--- config.mk ---
export PLATFORM = sky130hd
export DESIGN_NAME = program_loader_flat
export DESIGN_NICKNAME = d
export VERILOG_FILES = /design/src/rtl/program_loader_pkg.sv /design/src/rtl/program_loader_if.sv /design/src/rtl/loader_checksum.sv /design/src/rtl/program_loader.sv /design/src/flat_wrapper.sv
export SDC_FILE = /design/constraint.sdc
export NUM_CORES = 1
export LEC_CHECK = 0
export ABC_AREA = 1
export CAP_MARGIN = 20
export CORE_ASPECT_RATIO = 1.25
export CORE_MARGIN = 2
export CORE_UTILIZATION = 34
export DETAILED_ROUTE_END_ITERATION = 8
export GPL_TIMING_DRIVEN = 0
export PLACE_DENSITY = 0.52
export SLEW_MARGIN = 20
export SYNTH_ARGS = -nofsm -noshare
export SYNTH_HDL_FRONTEND = slang
export SYNTH_SLANG_ARGS = --single-unit
--- constraint.sdc ---
create_clock -name clk_i -period 2 [get_ports clk_i]
set_input_delay 0.4 -clock clk_i [delete_from_list [all_inputs] [get_ports clk_i]]
set_output_delay 0.4 -clock clk_i [all_outputs]
set_load 0.05 [all_outputs]
--- src/rtl/program_loader_pkg.sv ---
// rtl/program_loader_pkg.sv - shared widths, loader state enum and address helper
//
// Purpose: common definitions for the program loader slice.
// Contents:
//   HALF_WORD      width of one Thumb half-word (instruction_o)
//   WORD           width of a byte address (instruction_addr_o)
//   loader_state_t loader FSM states
//   half_word_addr byte address of half-word idx given base and stride
package program_loader_pkg;

    localparam int HALF_WORD = 16;
    localparam int WORD      = 32;

    typedef enum logic [2:0] {
        LEN_LO,
        LEN_HI,
        DATA_LO,
        DATA_HI,
        CHK,
        DONE,
        ERROR
    } loader_state_t;

    // Unsigned WORD-wide arithmetic; callers keep idx below the memory
    // capacity so the result never wraps.
    function automatic logic [WORD-1:0] half_word_addr(
        input logic [WORD-1:0] base,
        input logic [WORD-1:0] stride,
        input logic [15:0]     idx
    );
        return base + WORD'(idx) * stride;
    endfunction

endpackage

--- src/rtl/program_loader_if.sv ---
// rtl/program_loader_if.sv - byte stream, program memory write and CPU control bundle
//
// Purpose: groups the loader's handshake and bus signals.
// Signals:
//   rx_valid_i, rx_byte_i, rx_ready_o     incoming byte stream handshake
//   reload_i                              restart request (honoured only in DONE)
//   program_mem_write_en_o, instruction_o,
//   instruction_addr_o                    instruction memory write port
//   cpu_reset_o, load_done_o, error_o     CPU reset and load status
// Modports:
//   master  harness / UART side driving bytes and observing the loader
//   slave   the loader itself
interface program_loader_if;
    import program_loader_pkg::*;

    logic                 rx_valid_i;
    logic [7:0]           rx_byte_i;
    logic                 rx_ready_o;
    logic                 reload_i;
    logic                 program_mem_write_en_o;
    logic [HALF_WORD-1:0] instruction_o;
    logic [WORD-1:0]      instruction_addr_o;
    logic                 cpu_reset_o;
    logic                 load_done_o;
    logic                 error_o;

    modport master (
        output rx_valid_i, rx_byte_i, reload_i,
        input  rx_ready_o, program_mem_write_en_o, instruction_o,
               instruction_addr_o, cpu_reset_o, load_done_o, error_o
    );

    modport slave (
        input  rx_valid_i, rx_byte_i, reload_i,
        output rx_ready_o, program_mem_write_en_o, instruction_o,
               instruction_addr_o, cpu_reset_o, load_done_o, error_o
    );

endinterface

--- src/rtl/loader_checksum.sv ---
// rtl/loader_checksum.sv - 8-bit XOR accumulator with clear and enable
//
// Purpose: running XOR of payload bytes for the loader frame check.
// Ports:
//   clk_i     clock
//   reset_i   synchronous active-high reset, clears the sum
//   clear_i   synchronous clear (start of a new frame)
//   enable_i  fold byte_i into the sum this cycle
//   byte_i    payload byte
//   sum_o     registered running XOR
module loader_checksum (
    input  logic       clk_i,
    input  logic       reset_i,
    input  logic       clear_i,
    input  logic       enable_i,
    input  logic [7:0] byte_i,
    output logic [7:0] sum_o
);

    always_ff @(posedge clk_i) begin
        if (reset_i || clear_i) begin
            sum_o <= 8'h00;
        end else if (enable_i) begin
            sum_o <= sum_o ^ byte_i;
        end
    end

endmodule

--- src/rtl/program_loader.sv ---
// rtl/program_loader.sv - boot loader filling CPU instruction memory from a byte stream
//
// Purpose: parses LEN_LO, LEN_HI, N x {lo, hi}, CHK frames, writes each
// half-word to program memory and releases the CPU from reset after a
// clean load. A bad checksum or oversize header parks in ERROR until reset.
// Parameters:
//   MAX_HALF_WORDS  instruction memory capacity in half-words
//   BASE_ADDR       byte address of the first half-word
//   ADDR_STRIDE     byte-address increment per half-word
// Ports:
//   clk_i    clock
//   reset_i  synchronous active-high reset
//   bus      program_loader_if slave (stream, memory write, CPU control)
module program_loader
    import program_loader_pkg::*;
#(
    parameter int unsigned MAX_HALF_WORDS = 1024,
    parameter int unsigned BASE_ADDR      = 0,
    parameter int unsigned ADDR_STRIDE    = 2
) (
    input  logic             clk_i,
    input  logic             reset_i,
    program_loader_if.slave  bus
);

    loader_state_t        state;
    logic [15:0]          len;
    logic [15:0]          count;
    logic [7:0]           lo_byte;
    logic                 rx_ready_q;
    logic                 write_en_q;
    logic [HALF_WORD-1:0] instr_q;
    logic [WORD-1:0]      addr_q;
    logic                 cpu_reset_q;
    logic                 done_q;
    logic                 error_q;
    logic [7:0]           checksum;

    logic                 accept;
    logic [15:0]          new_len;
    logic                 oversize;
    logic [15:0]          count_next;
    logic                 payload_byte;
    logic                 frame_clear;

    assign accept       = bus.rx_valid_i & rx_ready_q;
    assign new_len      = {bus.rx_byte_i, len[7:0]};
    assign oversize     = 32'(new_len) > WORD'(MAX_HALF_WORDS);
    assign count_next   = count + 16'd1;
    assign payload_byte = accept && (state == DATA_LO || state == DATA_HI);
    assign frame_clear  = (state == DONE) && bus.reload_i;

    // The sum is registered, so by the time a CHK byte can be accepted
    // (at least one cycle after the last hi byte) it covers every payload byte.
    loader_checksum u_checksum (
        .clk_i    (clk_i),
        .reset_i  (reset_i),
        .clear_i  (frame_clear),
        .enable_i (payload_byte),
        .byte_i   (bus.rx_byte_i),
        .sum_o    (checksum)
    );

    always_ff @(posedge clk_i) begin
        if (reset_i) begin
            state       <= LEN_LO;
            len         <= 16'd0;
            count       <= 16'd0;
            lo_byte     <= 8'h00;
            rx_ready_q  <= 1'b1;
            write_en_q  <= 1'b0;
            instr_q     <= '0;
            addr_q      <= WORD'(BASE_ADDR);
            cpu_reset_q <= 1'b1;
            done_q      <= 1'b0;
            error_q     <= 1'b0;
        end else begin
            // Write strobe is a single-cycle pulse following each hi byte.
            write_en_q <= 1'b0;
            case (state)
                LEN_LO: begin
                    if (accept) begin
                        len[7:0] <= bus.rx_byte_i;
                        state    <= LEN_HI;
                    end
                end
                LEN_HI: begin
                    if (accept) begin
                        len[15:8] <= bus.rx_byte_i;
                        if (new_len == 16'd0) begin
                            state <= CHK;
                        end else if (oversize) begin
                            state      <= ERROR;
                            rx_ready_q <= 1'b0;
                            error_q    <= 1'b1;
                        end else begin
                            state <= DATA_LO;
                        end
                    end
                end
                DATA_LO: begin
                    if (accept) begin
                        lo_byte <= bus.rx_byte_i;
                        state   <= DATA_HI;
                    end
                end
                DATA_HI: begin
                    if (accept) begin
                        instr_q    <= {bus.rx_byte_i, lo_byte};
                        write_en_q <= 1'b1;
                        addr_q     <= half_word_addr(WORD'(BASE_ADDR),
                                                     WORD'(ADDR_STRIDE), count);
                        count      <= count_next;
                        state      <= (count_next == len) ? CHK : DATA_LO;
                    end
                end
                CHK: begin
                    if (accept) begin
                        rx_ready_q <= 1'b0;
                        if (bus.rx_byte_i == checksum) begin
                            state       <= DONE;
                            cpu_reset_q <= 1'b0;
                            done_q      <= 1'b1;
                        end else begin
                            state   <= ERROR;
                            error_q <= 1'b1;
                        end
                    end
                end
                DONE: begin
                    if (bus.reload_i) begin
                        state       <= LEN_LO;
                        len         <= 16'd0;
                        count       <= 16'd0;
                        rx_ready_q  <= 1'b1;
                        cpu_reset_q <= 1'b1;
                        done_q      <= 1'b0;
                    end
                end
                ERROR: begin
                    // Sticky until reset_i; reload_i deliberately ignored.
                    state       <= ERROR;
                    cpu_reset_q <= 1'b1;
                end
                default: begin
                    state <= ERROR;
                end
            endcase
        end
    end

    assign bus.rx_ready_o             = rx_ready_q;
    assign bus.program_mem_write_en_o = write_en_q;
    assign bus.instruction_o          = instr_q;
    assign bus.instruction_addr_o     = addr_q;
    assign bus.cpu_reset_o            = cpu_reset_q;
    assign bus.load_done_o            = done_q;
    assign bus.error_o                = error_q;

endmodule

--- src/flat_wrapper.sv ---
// flat-port wrapper written by rule: the top's interface ports become plain ports
module program_loader_flat import program_loader_pkg::*;
#(
    parameter int unsigned MAX_HALF_WORDS = 1024,
    parameter int unsigned BASE_ADDR      = 0,
    parameter int unsigned ADDR_STRIDE    = 2
)
  (clk_i, reset_i, bus_rx_valid_i, bus_rx_byte_i, bus_reload_i, bus_rx_ready_o, bus_program_mem_write_en_o, bus_instruction_o, bus_instruction_addr_o, bus_cpu_reset_o, bus_load_done_o, bus_error_o);
  program_loader_if bus_i ();
  input  logic clk_i;
  input  logic reset_i;
  input wire logic [$bits(bus_i.rx_valid_i)-1:0] bus_rx_valid_i;
  input wire logic [$bits(bus_i.rx_byte_i)-1:0] bus_rx_byte_i;
  input wire logic [$bits(bus_i.reload_i)-1:0] bus_reload_i;
  output wire logic [$bits(bus_i.rx_ready_o)-1:0] bus_rx_ready_o;
  output wire logic [$bits(bus_i.program_mem_write_en_o)-1:0] bus_program_mem_write_en_o;
  output wire logic [$bits(bus_i.instruction_o)-1:0] bus_instruction_o;
  output wire logic [$bits(bus_i.instruction_addr_o)-1:0] bus_instruction_addr_o;
  output wire logic [$bits(bus_i.cpu_reset_o)-1:0] bus_cpu_reset_o;
  output wire logic [$bits(bus_i.load_done_o)-1:0] bus_load_done_o;
  output wire logic [$bits(bus_i.error_o)-1:0] bus_error_o;
  assign bus_i.rx_valid_i = bus_rx_valid_i;
  assign bus_i.rx_byte_i = bus_rx_byte_i;
  assign bus_i.reload_i = bus_reload_i;
  assign bus_rx_ready_o = bus_i.rx_ready_o;
  assign bus_program_mem_write_en_o = bus_i.program_mem_write_en_o;
  assign bus_instruction_o = bus_i.instruction_o;
  assign bus_instruction_addr_o = bus_i.instruction_addr_o;
  assign bus_cpu_reset_o = bus_i.cpu_reset_o;
  assign bus_load_done_o = bus_i.load_done_o;
  assign bus_error_o = bus_i.error_o;
  program_loader #(.MAX_HALF_WORDS(MAX_HALF_WORDS), .BASE_ADDR(BASE_ADDR), .ADDR_STRIDE(ADDR_STRIDE)) u_core (.clk_i(clk_i), .reset_i(reset_i), .bus(bus_i));
endmodule
Word level (Yosys, flattened, before mapping)
Index checks and enable logic that the tools add are counted.
- flip-flop bits (word level): 88
- input port bits: 12
- logic and storage cells: 97
- $add $sub $neg: 1
- magnitude comparators: 1
- equality and inequality tests: 18
- mux-type cells: 37
- bitwise operators: 3
- reduce and logical (&&, ||, !) cells: 24
- operators by type and width (operator ; number):
    $mux W16 ; 2
    $pmux W16 S2 ; 1
    $pmux W8 S2 ; 2
    $mux W3 ; 9
    $pmux W3 S6 ; 1
    $reduce_and A6 Y1 ; 3
    $add A16 B1 Y16 const B ; 1
    $eq A16 B16 Y1 ; 1
    $gt A16 B11 Y1 const B ; 1
    $logic_not A16 Y1 ; 1
    $mux W1 ; 16
    $ne A2 B1 Y1 const B ; 7
    $reduce_bool A2 Y1 ; 5
    $eq A3 B3 Y1 const B ; 3
    $reduce_and A3 Y1 ; 3
    $eq A8 B8 Y1 ; 1
    $mux W8 ; 1
    $reduce_and A4 Y1 ; 2
    $xor A8 B8 Y8 ; 1
    $eq A3 B2 Y1 const B ; 2
    $ne A2 B2 Y1 const B ; 3
    $pmux W1 S3 ; 2
    $reduce_bool A3 Y1 ; 2
    $pmux W1 S2 ; 2
    other kinds (9) ; 12

Depth between registers and ports, before layout
Gate-level depths: netlist of the first run.
- word-level depth: 5
- depth in mapped cells: 14
- mapped depth without buffers: 14

Modules after synthesis
Synthesis of the first run repeated with hierarchy kept, for this count alone.
- cell total of the unflattened synthesis: 620
- area, all modules: 4317.9 um2
- by module, submodules not included (module ; instances ; cells each ; area an instance (um2)):
    program_loader ; 1 ; 577 ; 3961.3
    loader_checksum ; 1 ; 43 ; 356.6

Worst setup path after synthesis of the first run
OpenSTA, ideal clock, no wires.
- path kind: register to register
- start point: register u_core.rx_ready_q, in the netlist u_core.bus.rx_ready_o
- end point: register u_core.len[11]
- library setup time: 0.128 ns
- data arrival time: 1.702 ns
- slack: 0.171 ns
- stages on the path, launching flop included: 9
- buffers on the path: 1
- clock period less this slack: 1.829 ns
- cell sequence: dfxtp_1 -> nand2_1 -> inv_1 -> clkbuf_1 -> nand2_1 -> nand2_1 -> o22ai_1 -> inv_1 -> nor2_1
- cells in the longest elaborated chain, start to end: 3
- ends and longest elaborated chain (element ; line ; RTL):
    start, declared ; program_loader.sv:30 ; logic rx_ready_q;
    start signal, assigned ; program_loader.sv:70 ; rx_ready_q <= 1'b1;
    start signal, assigned ; program_loader.sv:94 ; rx_ready_q <= 1'b0;
    start signal, assigned ; program_loader.sv:119 ; rx_ready_q <= 1'b0;
    $and A1 B1 Y1 ; program_loader.sv:46 ; assign accept = bus.rx_valid_i & rx_ready_q;
    $ne A2 B1 Y1 (no line) ; -- ;
    $reduce_and A3 Y1 (no line) ; -- ;
    end signal, assigned ; program_loader.sv:89 ; len[15:8] <= bus.rx_byte_i;
    end, declared ; program_loader.sv:27 ; logic [15:0] len;
No other way between the ends.
A chain may end at the register's enable or synchronous reset.

Worst setup path in the final report of the first run
- start point: register u_core.instr_q[8], in the netlist u_core.bus.instruction_o[8]
- end point: output bus_instruction_o[8]
- RTL lines (element ; line ; RTL):
    start, declared ; program_loader.sv:32 ; logic [HALF_WORD-1:0] instr_q;
    start signal, assigned ; program_loader.sv:109 ; instr_q <= {bus.rx_byte_i, lo_byte};
    end, declared ; flat_wrapper.sv:17 ; output wire logic [$bits(bus_i.instruction_o)-1:0] bus_instruction_o;
No word-level cell between the ends.

==> qor.csv, run 1 <==
metric,value,unit
dpl hpwl,9.13,mm
Hold Slack,0.458,ns
"top cells by count, synth","144 x nand2_1, 88 x dfxtp_1, 69 x a21oi_1",
CP Data Required Time,1.60,ns
"Avg Cell Area, Syn",6.87,µm²
fraction of layout cells with a size suffix above 1,10.6,%
area grow syn2layout,25.8,%
Ys Warns,0,
multi-input combinational cell area,2110,µm²
Via-to-Cell Ratio,4.75,
share of the synthesized area in the top cell type,41.8,%
Synth Area in XOR/XNOR,2.61,%
Syn Inst Count,614,
Worst VDD drop,537,µV
via count,4059,
Worst Skew,0.00965,ns
fmax,0.520,GHz
TritonRoute pass-1 iters,5,
final WL,12.0,mm
period utilization,96.1,%
setup ws final,0.0777,ns
worst-margin pin slew,0.611,ns
Final Hold Fails,0,
CTS tree,built,
Synth Area in Simple Gates,29.2,%
FF+latch area,1770,µm²
Slew headroom,59.3,%
mux contribution to synthesized area,0,%
Final Setup Violations,0,
total CTS buffers,9,
CP max stage cell,clkdlybuf4s50_1,
Die ar.,13300,µm²
Overall Global Routing Usage,18.3,%
pwr dens,895,nW/µm²
"Top FF cell, synth",dfxtp_1,
WP data arrival,1.52,ns
MaxCap Viol Count,0,
WP buf/inv,1,
status,"finished, final reports clean",
Setup Crit Path Kind,flip-flop to output port,
Setup TNS Final,0,ns
std cell rows,45,
Clk Tree Root Cell,clkbuf_16,
Mapped Area,4220,µm²
crit-path max FO,2,
# IOs,65,
largest family of logic cells by synthesized area,simple AND/OR/NAND/NOR gates,
Crit. End Element,output port,
GRT overflow,0,
Min-Delay Path Depth,2,
Vert. Die Dim,129,µm
most frequent cell after synthesis,nand2_1,
nature of the critical path startpoint,flip-flop,
CP peak stage delay,0.82,ns
per-cell routed wire length,14.1,µm
Synth cell types,31,
"Seq/Total Area, Yosys",41.8,%
adder-cell share of the synthesized area,0.297,%
Worst-Skew Late Latency,0.34,ns
Iteration-0 DRC Markers,232,
"FF+latch count, synth",88,
Initial Utilization,34.9,%
initial antenna violation count,0,
Placed Area,4940,µm²
post-route ant nets,0,
Die Wd,104,µm
largest net degree at the start of global routing,16,
Pleak,0.00211,µW
ys async rst share,0,%
DRC Markers,0,
largest cells by area after synthesis,"dfxtp_1 42%, nand2_1 13%, a21oi_1 8.2%, nand3_1 6.6%, inv_1 5.7%",
FF-to-FF path depth,8,
Post-synth EDFFs,0,
CORE AREA,12100,µm²
postcts setup bufs,0,
clk buf depth,2,
clock-pin slew on the worst setup and hold paths,0.06,ns
port bufs,46,
Placer Congestion,0.861,
Synth Area in Compound Gates,15.2,%
fill count,1291,
hold crit path type,flip-flop to flip-flop,
Inserted Diodes,0,
crit path cell chain,clkdlybuf4s50_1,
H-tree levels,3,
number of global-route vias before repair,3842,
final instance area,5310,µm²
global-route wire length before repair,19.0,mm
Max Slew Vio Count,0,
fin crit period,1.92,ns
critical path's top delay family,buffers and inverters,
# clock sinks,88,
hold_buf cts,0,
Place WS,-0.380,ns
Yosys top cell by area,dfxtp_1,
Final nets,699,
Crit path depth,1,
-- state kept, by name, indices dropped and copies added, names as in the netlist --
signal	count
u_core.len	16
u_core.count	16
u_core.bus.cpu_reset_o	1
u_core.bus.load_done_o	1
u_core.lo_byte	8
u_core.bus.program_mem_write_en_o	1
u_core.bus.error_o	1
u_core.bus.instruction_addr_o	16
u_core.state	3
u_core.u_checksum.sum_o	8
u_core.bus.instruction_o	16
u_core.bus.rx_ready_o	1
-- cell type report --
type	instances	share of cell area [%]
Clock inverter	6	1.27
Multi-Input combinational cell	437	39.7
Clock buffer	10	4.31
Buffer	39	4.20
Tap cell	164	3.87
Timing Repair Buffer	46	8.68
Sequential cell	88	33.4
Inverter	65	4.60
-- metal layers --
metal / vias up / global-route usage [%] / part of all wire, %
li1: 2115 / - / -
met1: 1840 / 21.3 / 44
met2: 90 / 33.5 / 50
met3: 14 / 3.09 / 3.3
met4: 0 / 7.15 / 2.1
met5: - / 0 / 0
-- timing repair --
action                     4_1_cts  5_1_grt
setup endpoints to repair        7       37
pin swaps                        0        3
gates resized for setup          2       26
-- worst min-delay path, stage by stage, from the launching register on --
cell and delay (ns):
dfxtp_1 0.30, inv_1 0.06, a21oi_1 0.05
-- metrics by stage --
step / util (%) / total power [µW] / cells
2_1_floorplan: - / 2760 / 629
3_3_place_gp: 40.8 / 3060 / 839
3_5_place_dp: 40.8 / 3060 / 839
4_1_cts: 43.3 / 4770 / 855
5_1_grt: 43.8 / 5000 / 855
6_report: 43.8 / 4750 / 855
-- kinds of logic (layout without fill, tap and decap cells) --
logic type / after synthesis / after routing
adder cells (fa/ha/maj): 1 / 1
flip-flops: 88 / 88
AND/OR/NAND/NOR: 286 / 286
buffers and inverters: 104 / 166
AO/OA/AOI/OAI: 123 / 123
other: 1 / 16
XOR/XNOR: 11 / 11
-- final timing paths --
| path | startpoint | endpoint | slack (ns) |
|---|---|---|---|
| max | u_core.bus.instruction_o[8] | bus_instruction_o[8] | 0.08 |
| max reg2reg | u_core.state[1] | u_core.bus.instruction_o[9] | 0.19 |
| min reg2reg | u_core.lo_byte[0] | u_core.bus.instruction_o[0] | 0.46 |
| min | u_core.lo_byte[0] | u_core.bus.instruction_o[0] | 0.46 |
-- cells in the final DEF, fill, tap and decap left out, drive strengths merged --
cell	count
inv	66
nor3	2
xor2	10
dfxtp	88
buf	24
bufinv	1
a21oi	69
o21ai	42
o22ai	8
nand4	10
o21a	1
conb	16
clkdlybuf4s50	46
ha	1
clkbuf	25
clkinv	2
nor2	66
xnor3	1
a31oi	1
or2	2
nand2	147
nand3b	1
a32o	1
a211oi	1
nand3	56
nor4	2
clkinvlp	2
-- report_power, final --
part,switching [µW],leakage (µW),total (µW),internal (µW)
Combinational,759,0.00125,1100,337
Clock,726,0.000139,1700,976
Sequential,75.1,0.000716,1950,1880
No activity file was read; power rests on OpenSTA's default activity.
==> run 2: changes to the inputs <==
--- a/config.mk
+++ b/config.mk
@@ -6,12 +6,14 @@
 export NUM_CORES = 1
 export LEC_CHECK = 0
 export ABC_AREA = 1
+export ABC_CLOCK_PERIOD_IN_PS = 2000
 export CAP_MARGIN = 20
 export CORE_ASPECT_RATIO = 1.25
 export CORE_MARGIN = 2
 export CORE_UTILIZATION = 34
 export DETAILED_ROUTE_END_ITERATION = 8
 export GPL_TIMING_DRIVEN = 0
+export HOLD_SLACK_MARGIN = 0.02
 export PLACE_DENSITY = 0.52
 export SLEW_MARGIN = 20
 export SYNTH_ARGS = -nofsm -noshare
==> results of run 2 <==
The final DEF is identical to that of run 1; final timing and power are the same.
